File: src/rtl/cpu_ctrl_fsm.sv
// rtl/cpu_ctrl_fsm.sv - multicycle fetch/decode/execute/memory/writeback control FSM
module cpu_ctrl_fsm #(
    parameter int TIMEOUT = 16
) (
    input  logic        clk,
    input  logic        reset,
    input  logic        run,
    input  logic [15:0] instr,
    input  logic        imem_ready,
    input  logic        dmem_ready,
    input  logic        alu_zero,
    output logic        imem_req,
    output logic        ir_load,
    output logic        pc_load,
    output logic [2:0]  alu_op,
    output logic [1:0]  alu_a_sel,
    output logic [1:0]  alu_b_sel,
    output logic        rf_we,
    output logic        rf_wd_sel,
    output logic        dmem_re,
    output logic        dmem_we,
    output logic        halted,
    output logic        bus_err,
    output logic [2:0]  state_dbg
);

    typedef enum logic [2:0] {
        IDLE   = 3'd0,
        FETCH  = 3'd1,
        DECODE = 3'd2,
        EXEC   = 3'd3,
        MEM    = 3'd4,
        WB     = 3'd5,
        HALT   = 3'd6,
        ERR    = 3'd7
    } state_t;

    localparam logic [3:0] OP_ADDI = 4'h4;
    localparam logic [3:0] OP_LD   = 4'h5;
    localparam logic [3:0] OP_ST   = 4'h6;
    localparam logic [3:0] OP_BEQ  = 4'h7;
    localparam logic [3:0] OP_JMP  = 4'h8;
    localparam logic [3:0] OP_HLT  = 4'hF;

    localparam logic [2:0] ALU_ADD = 3'd0;
    localparam logic [2:0] ALU_SUB = 3'd1;

    localparam logic [1:0] A_RS   = 2'd0;
    localparam logic [1:0] A_PC   = 2'd1;
    localparam logic [1:0] A_ZERO = 2'd2;
    localparam logic [1:0] B_RT   = 2'd0;
    localparam logic [1:0] B_IMM  = 2'd1;
    localparam logic [1:0] B_ONE  = 2'd2;

    localparam logic [7:0] WAIT_LAST = 8'(TIMEOUT - 1);

    state_t     state, state_next;
    logic [7:0] wait_cnt;
    logic       beq_ph;
    logic       zero_q;
    logic [3:0] opcode;
    logic       unused_instr;

    assign opcode       = instr[15:12];
    assign unused_instr = ^instr[11:0];
    assign state_dbg    = state;

    // BEQ spends two cycles in EXEC; beq_ph marks the second (PC+imm) cycle
    always_ff @(posedge clk or negedge reset) begin
        if (!reset) begin
            state    <= IDLE;
            wait_cnt <= 8'd0;
            beq_ph   <= 1'b0;
            zero_q   <= 1'b0;
        end else begin
            state    <= state_next;
            wait_cnt <= (state_next == state && (state == FETCH || state == MEM))
                        ? wait_cnt + 8'd1 : 8'd0;
            beq_ph   <= (state == EXEC) && (opcode == OP_BEQ) && !beq_ph;
            if (state == EXEC && opcode == OP_BEQ && !beq_ph)
                zero_q <= alu_zero;
        end
    end

    always_comb begin
        state_next = state;
        imem_req   = 1'b0;
        ir_load    = 1'b0;
        pc_load    = 1'b0;
        alu_op     = ALU_ADD;
        alu_a_sel  = A_RS;
        alu_b_sel  = B_RT;
        rf_we      = 1'b0;
        rf_wd_sel  = 1'b0;
        dmem_re    = 1'b0;
        dmem_we    = 1'b0;
        halted     = 1'b0;
        bus_err    = 1'b0;

        case (state)
            IDLE: begin
                if (run)
                    state_next = FETCH;
            end
            FETCH: begin
                imem_req  = 1'b1;
                alu_a_sel = A_PC;
                alu_b_sel = B_ONE;
                if (imem_ready) begin
                    ir_load    = 1'b1;
                    pc_load    = 1'b1;
                    state_next = DECODE;
                end else if (wait_cnt >= WAIT_LAST) begin
                    state_next = ERR;
                end
            end
            DECODE: begin
                if (opcode <= OP_JMP)
                    state_next = EXEC;
                else if (opcode == OP_HLT)
                    state_next = HALT;
                else
                    state_next = FETCH;
            end
            EXEC: begin
                state_next = FETCH;
                if (opcode < OP_ADDI) begin
                    alu_op     = opcode[2:0];
                    state_next = WB;
                end else if (opcode == OP_ADDI) begin
                    alu_b_sel  = B_IMM;
                    state_next = WB;
                end else if (opcode == OP_LD || opcode == OP_ST) begin
                    alu_b_sel  = B_IMM;
                    state_next = MEM;
                end else if (opcode == OP_BEQ) begin
                    if (!beq_ph) begin
                        alu_op     = ALU_SUB;
                        state_next = EXEC;
                    end else begin
                        alu_a_sel = A_PC;
                        alu_b_sel = B_IMM;
                        pc_load   = zero_q;
                    end
                end else if (opcode == OP_JMP) begin
                    alu_a_sel = A_ZERO;
                    alu_b_sel = B_IMM;
                    pc_load   = 1'b1;
                end
            end
            MEM: begin
                alu_b_sel = B_IMM;
                dmem_re   = (opcode == OP_LD);
                dmem_we   = (opcode == OP_ST);
                if (dmem_ready)
                    state_next = (opcode == OP_LD) ? WB : FETCH;
                else if (wait_cnt >= WAIT_LAST)
                    state_next = ERR;
            end
            WB: begin
                rf_we     = 1'b1;
                rf_wd_sel = (opcode == OP_LD);
                // keep the EXEC operand selects so the RF captures the ALU result
                if (opcode < OP_ADDI)
                    alu_op = opcode[2:0];
                else if (opcode == OP_ADDI)
                    alu_b_sel = B_IMM;
                state_next = FETCH;
            end
            HALT: begin
                halted = 1'b1;
            end
            ERR: begin
                bus_err = 1'b1;
            end
            default: state_next = IDLE;
        endcase
    end

endmodule

File: config.mk
export PLATFORM = sky130hd
export DESIGN_NAME = cpu_ctrl_fsm
export DESIGN_NICKNAME = d
export VERILOG_FILES = /design/src/rtl/cpu_ctrl_fsm.sv
export SDC_FILE = /design/constraint.sdc
export NUM_CORES = 1
export LEC_CHECK = 0
export CAP_MARGIN = 25
export CORE_ASPECT_RATIO = 0.8
export CORE_MARGIN = 2
export CORE_UTILIZATION = 36
export CTS_CLUSTER_DIAMETER = 150
export CTS_CLUSTER_SIZE = 12
export DETAILED_ROUTE_END_ITERATION = 16
export PLACE_DENSITY = 0.73
export SYNTH_ARGS = -nofsm -noshare
export SYNTH_HDL_FRONTEND = slang
export SYNTH_SLANG_ARGS = --single-unit
File: constraint.sdc
create_clock -name clk -period 1.8 [get_ports clk]
set_input_delay 0.36 -clock clk [delete_from_list [all_inputs] [get_ports clk]]
set_output_delay 0.36 -clock clk [all_outputs]
set_load 0.03 [all_outputs]
==> flow_summary.ini, run 1 <==
[outcome]
status = finished, violations left
violations = setup timing

[placement]
hpwl_microns = 2010
portBuffers = 27
placedInstanceArea_sq_um = 1360
placed_cells = 179
place_congestion = 0.852

[layout]
finalNonFillerCells = 198
num-fill-cells = 182
mostFrequentLayoutCells = 35 x buf_4, 17 x buf_6, 10 x dfrtp_1
area_growth_pct = 94.0
antennaDiodeCount = 0
fin_nets = 195
mostFrequentLayoutCell = buf_4
design_area_sq_um = 1710
drive_gt1_frac = 0.573
fin_util = 0.718

[die]
die_height_microns = 48.3
die-area_sq_um = 2860
row_count = 16
initial_utilization = 0.370
boundaryPins = 41
die_w_microns = 59.3
fp.coreArea_sq_um = 2380

[setup_path]
arrival_ns = 1.67
worstPathRequired_ns = 1.44
critPathKind = reg2out
endpoint_kind = primary output
critPathLaunch = state_dbg[1]
path_max_fanout = 3
crit_path_start_kind = flip-flop
r2r_start = wait_cnt[5]

[sta]
relSlewSlack = 0.628
hold_viol_final = 0
period_needed_ns = 2.03
rsz0062_at_grt = true
fin_ws_ns = -0.231
worst_slew_pin_slew_ns = 0.556
setup_viol = 7
finalCritPeriodShare = 1.13
finClkSkew_ns = 0.00338
fmax_mhz = 492
slew_viol_final = 0

[logic_synthesis]
avgSynthCellArea_sq_um = 8.32
ys_types = 41
synth_async_sr_flop_share = 1.00
ys.flop_type = dfrtp_1
synth.yosys.seq_area_share = 0.369
synthCells = 106
synth_edf_count = 0
ys_seq_elements = 13
ys_warn_count = 0
syn-cell-area_sq_um = 882

[cts]
cts_buffers = 3
cts_tree = yes
holdBufCountCts = 0
clock_sinks = 13
clock_latency_ns = 0.27
htree_levels = 1
cts.clk_slew.worst_paths_ns = 0.08
clockBufferDepth = 2
cts_root_buf = clkbuf_4

[global_route]
grt_overflow = 0
track_usage = 0.211
grt_pass1_vias = 950
antenna_found_initial = 0
grt_pass1_wl_microns = 4330
grt_max_degree = 14

[power_and_ir_drop]
ir_worst_vdd_uv = 469
power_uw = 632
power.density_nw_per_um2 = 369
power_leakage_uw = 0.000761

[worst_hold_path]
hp-class = in2async

[route]
viasPerCell = 5.52
wl_microns = 3030
firstDrtPassIters = 4
antenna_left = 0
drtIter0Drc = 43
routed-via-count = 1092
drc = 0
wl_per_cell_microns = 15.3

[job]
maxCapViolations = 0
-- worst max-delay path, cell delays in order (launching register included) --
cell and delay [ns]:
dfrtp_2 0.41, nand3b_1 0.28, o221ai_2 0.27, a21oi_1 0.11, a21o_2 0.20, buf_6 0.13
-- logic make-up after synthesis --
logic type / Yosys count / share of synthesized area
simple gates: 52 / 0.350
compound gates: 21 / 0.159
buf+inv: 15 / 0.0709
flops: 13 / 0.369
xor+xnor: 2 / 0.0199
fa+ha+maj: 1 / 0.0142
other cells: 1 / 0.00425
mux: 1 / 0.0128
-- registers in the layout, indices dropped and copies added (netlist names) --
signal     flops
wait_cnt       8
beq_ph         1
state_dbg      3
zero_q         1
-- per-stage QoR --
stage          TNS, ns  setup WS (ns)  hold slack (ns)
6_report        -0.804         -0.231            0.446
5_1_grt          -1.46         -0.293            0.467
4_1_cts         -0.684         -0.216            0.446
3_5_place_dp     -4.21         -0.418            0.513
3_3_place_gp     -3.77         -0.343            0.495
2_1_floorplan   -0.309         -0.137           0.0644
-- worst paths after layout --
| check | to | slack (ns) | cells past startpoint |
|---|---|---|---|
| min | beq_ph | 0.45 | 1 |
| min in group clk | wait_cnt[0] | 0.55 | 2 |
| min reg2reg | wait_cnt[0] | 0.55 | 2 |
| max reg2reg | state_dbg[1] | -0.08 | 4 |
| max in group asynchronous | state_dbg[0] | 0.95 | 1 |
| max | alu_b_sel[0] | -0.23 | 5 |
-- synthesized netlist by cell type, types with 2 or more instances --
| cell | count | area share |
|---|---|---|
| dfrtp_1 | 13 | 0.37 |
| nand4bb_1 | 2 | 0.026 |
| nand3b_1 | 2 | 0.017 |
| inv_1 | 5 | 0.021 |
| o21ai_0 | 3 | 0.017 |
| nor2b_1 | 3 | 0.021 |
| a211oi_1 | 3 | 0.026 |
| nor3_1 | 4 | 0.023 |
| nor4_1 | 6 | 0.043 |
| a21o_1 | 2 | 0.017 |
| a21oi_1 | 4 | 0.023 |
| a31oi_1 | 2 | 0.014 |
| nor3b_1 | 3 | 0.026 |
| and3_1 | 3 | 0.021 |
| nand3_1 | 3 | 0.017 |
| nand2b_1 | 4 | 0.028 |
| buf_2 | 2 | 0.011 |
| nand2_1 | 6 | 0.026 |
| nor2_1 | 8 | 0.034 |
| clkbuf_1 | 7 | 0.030 |
-- final cells by class --
| cell class | instances | area, sq um | share of cell area |
|---|---|---|---|
| multi-input cells | 82 | 709 | 0.414 |
| repair buffers | 67 | 588 | 0.344 |
| flip-flops and latches | 13 | 329 | 0.192 |
| well taps | 27 | 33.8 | 0.0197 |
| inverters | 5 | 23.8 | 0.0139 |
| clock buffers | 3 | 22.5 | 0.0132 |
| clock inverters | 1 | 5.00 | 0.00292 |
-- metal layers --
metal  vias to the layer above  global-route usage  share of wire
met4                         0              0.0727          0.017
met3                         6              0.0557          0.057
met2                        42               0.347           0.52
met5                         -                   0              0
li1                        512                   -              -
met1                       532               0.275           0.41
-- where the power goes --
part | switching [uW] | internal, uW | total, uW | leakage (uW)
Sequential | 2.95 | 298 | 301 | 0.000157
Clock | 88.9 | 82.2 | 171 | 0.0000177
Combinational | 84.9 | 74.3 | 159 | 0.000586
Total | 177 | 455 | 632 | 0.000761
-- timing repair --
item                       CTS  global route
pin swaps                   10             6
buffers inserted             6            11
setup endpoints to repair   19            19
resized for setup           30            42
(Power assumes the default switching activity.)
==> inputs of run 2 (changes only) <==
ABC_CLOCK_PERIOD_IN_PS = 2000   (was default)
CORE_UTILIZATION = 40   (was 36)
PLACE_DENSITY = 0.77   (was 0.73)
clock period = 2 ns   (was 1.8 ns; I/O delays follow)
==> flow_summary.ini, run 2 (same netlist as run 1, synthesis figures left out) <==
[cts]
clock_sinks = 13
clock_latency_ns = 0.28
cts.clk_slew.worst_paths_ns = 0.08
cts_tree = yes
htree_levels = 1
cts_buffers = 3
cts_root_buf = clkbuf_4
clockBufferDepth = 2

[setup_path]
endpoint_kind = primary output
crit_slowest_cell = dfrtp_1
crit_path_start_kind = flip-flop
critPathKind = reg2out
path_cells = nand3b_1, o221ai_2, a21oi_1, a21o_1, buf_6
worstPathRequired_ns = 1.60
path_max_fanout = 3
critPathTopFamily = compound AO/OA/AOI/OAI gates
cp_num_buf_inv = 1
arrival_ns = 1.62
cpPeakStageDelay_ns = 0.41

[die]
initial_utilization = 0.416
boundaryPins = 41
die_height_microns = 46
die_w_microns = 56.5
row_count = 15
die-area_sq_um = 2600
fp.coreArea_sq_um = 2120

[global_route]
grt_max_degree = 14
grt_overflow = 0
grt_pass1_vias = 917
track_usage = 0.214
grt_pass1_wl_microns = 4200
antenna_found_initial = 0

[power_and_ir_drop]
internal_power_uw = 406
power_leakage_uw = 0.000702
ir_worst_vdd_uv = 553
pwr-share-clk = 0.280
switching_share = 0.274
p_seq_frac = 0.487
power.density_nw_per_um2 = 367
comb_power_share = 0.233
switchingPower_uw = 153

[sta]
fmax_mhz = 494
setup_viol = 2
fin_ws_ns = -0.0239
period_needed_ns = 2.02
slew_viol_final = 0
hold_viol_final = 0
relSlewSlack = 0.625
worst_slew_pin_slew_ns = 0.561
finalCritPeriodShare = 1.01
finalSetupTns_ns = -0.0288
finClkSkew_ns = 0.0139
rsz0062_at_grt = true

[placement]
place_congestion = 0.903
hpwl_microns = 1980
portBuffers = 27

[layout]
mostFrequentLayoutCell = buf_4
antennaDiodeCount = 0
fin_nets = 187
area_growth_pct = 72.9
regMostFlops = wait_cnt
drive_gt1_frac = 0.429
fin_util = 0.719
largest_register_ffs = 8
mostFrequentLayoutCells = 36 x buf_4, 11 x dfrtp_1, 8 x clkdlybuf4s50_1

[route]
routed-via-count = 1055
drc = 0
drtIter0Drc = 37
viasPerCell = 5.61
antenna_left = 0
firstDrtPassIters = 4
wl_microns = 2900
wl_per_cell_microns = 15.4

[worst_hold_path]
hp-class = reg2reg

[outcome]
violations = setup timing
status = finished, violations left

[job]
maxCapViolations = 0
==> run 2: changes by cell type in the layout (fill, tap and decap cells not counted), sizes merged <==
| cell | before | now |
|---|---|---|
| dlygate4sd2 | 3 | 4 |
| clkdlybuf4s15 | 1 | 0 |
| clkinv | 1 | 0 |
| clkdlybuf4s50 | 6 | 8 |
| buf | 54 | 44 |
| clkbuf | 6 | 7 |
==> run 2: repair_timing <==
item | 4_1_cts | 5_1_grt
pin swaps | 6 | 6
endpoints found under the setup margin | 11 | 8
buffers inserted | 8 | 5
resized for setup | 22 | 17
hold endpoints to repair | 0 | 0
hold buffers | 0 | 0
==> run 2: routing by layer <==
layer | track usage | part of all wire | vias to the layer above
li1 | - | - | 496
met1 | 0.273 | 0.40 | 513
met2 | 0.363 | 0.51 | 44
met3 | 0.0653 | 0.074 | 2
met4 | 0.0476 | 0.0093 | 0
met5 | 0 | 0 | -
==> run 2: worst paths after layout <==
check,from,depth (start not counted),end,slack (ns)
max,state_dbg[1],5,alu_b_sel[0],-0.02
min,wait_cnt[0],1,wait_cnt[0],0.47
max reg2reg,wait_cnt[7],4,state_dbg[1],0.09
min reg2reg,wait_cnt[0],1,wait_cnt[0],0.47
max in group asynchronous,reset,1,state_dbg[2],1.13
min in group asynchronous,reset,1,wait_cnt[3],0.48
==> run 2: through the flow <==
step | hold slack (ns) | std cells | setup slack [ns] | total power (uW) | instance area (sq um)
after floorplan | 0.104 | 110 | -0.0856 | 332 | 923
after global placement | 0.453 | 171 | -0.190 | 384 | 1310
after detailed placement | 0.465 | 171 | -0.212 | 387 | 1310
after CTS | 0.473 | 183 | -0.0623 | 544 | 1450
after global routing | 0.512 | 188 | -0.131 | 594 | 1530
final | 0.470 | 188 | -0.0239 | 559 | 1530
==> run 2: layout make-up <==
cell class,instances,area (sq um)
multi-input cells,82,622
fillers,162,596
repair buffers,59,499
flip-flops and latches,13,328
well taps,25,31.3
clock buffers,4,26.3
inverters,5,18.8
==> run 2: power groups by stage <==
stage / logic [uW] / clock network [uW] / registers [uW]
final: 130 / 157 / 272
after detailed placement: 109 / 0 / 279
after floorplan: 53.2 / 0 / 279
after CTS: 112 / 157 / 274
after global placement: 106 / 0 / 278
after global routing: 138 / 183 / 273
==> inputs of run 3 (changes only) <==
MAX_ROUTING_LAYER = met4   (was default)
==> flow_summary.ini, run 3 (same netlist as run 1, synthesis figures left out) <==
[placement]
place_congestion = 0.918
dp_slack_ns = -0.212
portBuffers = 27
hpwl_microns = 1980

[die]
die_w_microns = 56.5
fp.coreArea_sq_um = 2120
die-area_sq_um = 2600
row_count = 15
initial_utilization = 0.416
boundaryPins = 41
die_height_microns = 46

[layout]
area_growth_pct = 73.8
antennaDiodeCount = 0
drive_gt1_frac = 0.433
multi_input_area_sq_um = 622
num-fill-cells = 162
mostFrequentLayoutCell = buf_4
fin_nets = 188
regArea_sq_um = 328
regMostFlops = wait_cnt
largest_register_ffs = 8
mostFrequentLayoutCells = 37 x buf_4, 11 x dfrtp_1, 8 x clkdlybuf4s50_1

[sta]
hold_viol_final = 0
finalCritPeriodShare = 1.02
slew_viol_final = 0
relSlewSlack = 0.613
rsz0062_at_grt = true
period_needed_ns = 2.04
setup_viol = 3
fin_ws_ns = -0.0435
holdWs_ns = 0.473
fmax_mhz = 489
worst_slew_pin_slew_ns = 0.579
finClkSkew_ns = 0.0160

[setup_path]
cp_num_buf_inv = 1
critPathKind = reg2out
reg2regPathDepth = 4
worstPathRequired_ns = 1.60
critPathTopFamily = compound AO/OA/AOI/OAI gates
endpoint_kind = primary output
crit_slowest_cell = dfrtp_1
cp_num_cells = 5
path_cells = nand3b_1, o221ai_2, a21oi_1, a21o_1, buf_6
arrival_ns = 1.64
path_max_fanout = 3
cpPeakStageDelay_ns = 0.41
crit_path_start_kind = flip-flop

[global_route]
grt_pass1_wl_microns = 4190
track_usage = 0.221
grt_overflow = 0
grt_max_degree = 14
grt_pass1_vias = 915
antenna_found_initial = 0

[cts]
clock_latency_ns = 0.29
clockBufferDepth = 2
holdBufCountCts = 0
cts.clk_slew.worst_paths_ns = 0.08
cts_buffers = 3
clock_sinks = 13
cts_root_buf = clkbuf_4
htree_levels = 1
cts_tree = yes

[job]
maxCapViolations = 0

[route]
drc = 0
antenna_left = 0
routed-via-count = 1077
firstDrtPassIters = 4
wl_microns = 2970
drtIter0Drc = 54
wl_per_cell_microns = 15.7
viasPerCell = 5.70

[power_and_ir_drop]
power.density_nw_per_um2 = 371
power_leakage_uw = 0.000706
ir_worst_vdd_uv = 530

[outcome]
status = finished, violations left
violations = setup timing

[worst_hold_path]
hp-class = in2async
-- run 3: area by class of cell --
type / instances / share of cell area
clock buffer: 4 / 0.0171
multi-input combinational: 82 / 0.406
timing repair buffer: 60 / 0.331
inverter: 5 / 0.0122
sequential: 13 / 0.214
tap: 25 / 0.0204
-- run 3: through the flow --
| step | TNS, ns | std cells | util | cell area, sq um | power [uW] |
|---|---|---|---|---|---|
| 2_1_floorplan | -0.201 | 110 | - | 923 | 332 |
| 3_3_place_gp | -1.45 | 171 | 0.616 | 1310 | 384 |
| 3_5_place_dp | -1.88 | 171 | 0.616 | 1310 | 387 |
| 4_1_cts | -0.0623 | 183 | 0.681 | 1450 | 544 |
| 5_1_grt | -0.462 | 189 | 0.723 | 1530 | 601 |
| 6_report | -0.0709 | 189 | 0.723 | 1530 | 568 |
-- run 3: report_power, final --
| group | leakage, uW | internal [uW] | switching (uW) |
|---|---|---|---|
| registers | 0.000158 | 269 | 4.00 |
| logic | 0.000534 | 61.6 | 71.1 |
| clock network | 0.0000150 | 77.6 | 85.1 |
-- run 3: layer usage --
layer  up-vias  wire length, microns  GRT usage
li1        500                     -          -
met1       522                  1200      0.273
met2        48                  1500      0.363
met3         7                   215     0.0653
met4         0                    51     0.0476
met5         -                     0          -
-- run 3: worst paths after layout --
check,startpoint,to,slack (ns)
max,state_dbg[1],alu_b_sel[0],-0.04
min,reset,wait_cnt[2],0.47
max reg2reg,wait_cnt[7],state_dbg[1],0.08
min reg2reg,wait_cnt[0],wait_cnt[0],0.48
max in group asynchronous,reset,state_dbg[2],1.12
min in group clk,wait_cnt[0],wait_cnt[0],0.48
-- run 3: timing repair --
| action | in CTS | in global routing |
|---|---|---|
| setup endpoints to repair | 11 | 8 |
| buffers inserted | 8 | 6 |
| resized for setup | 22 | 17 |
| pin swaps | 6 | 6 |
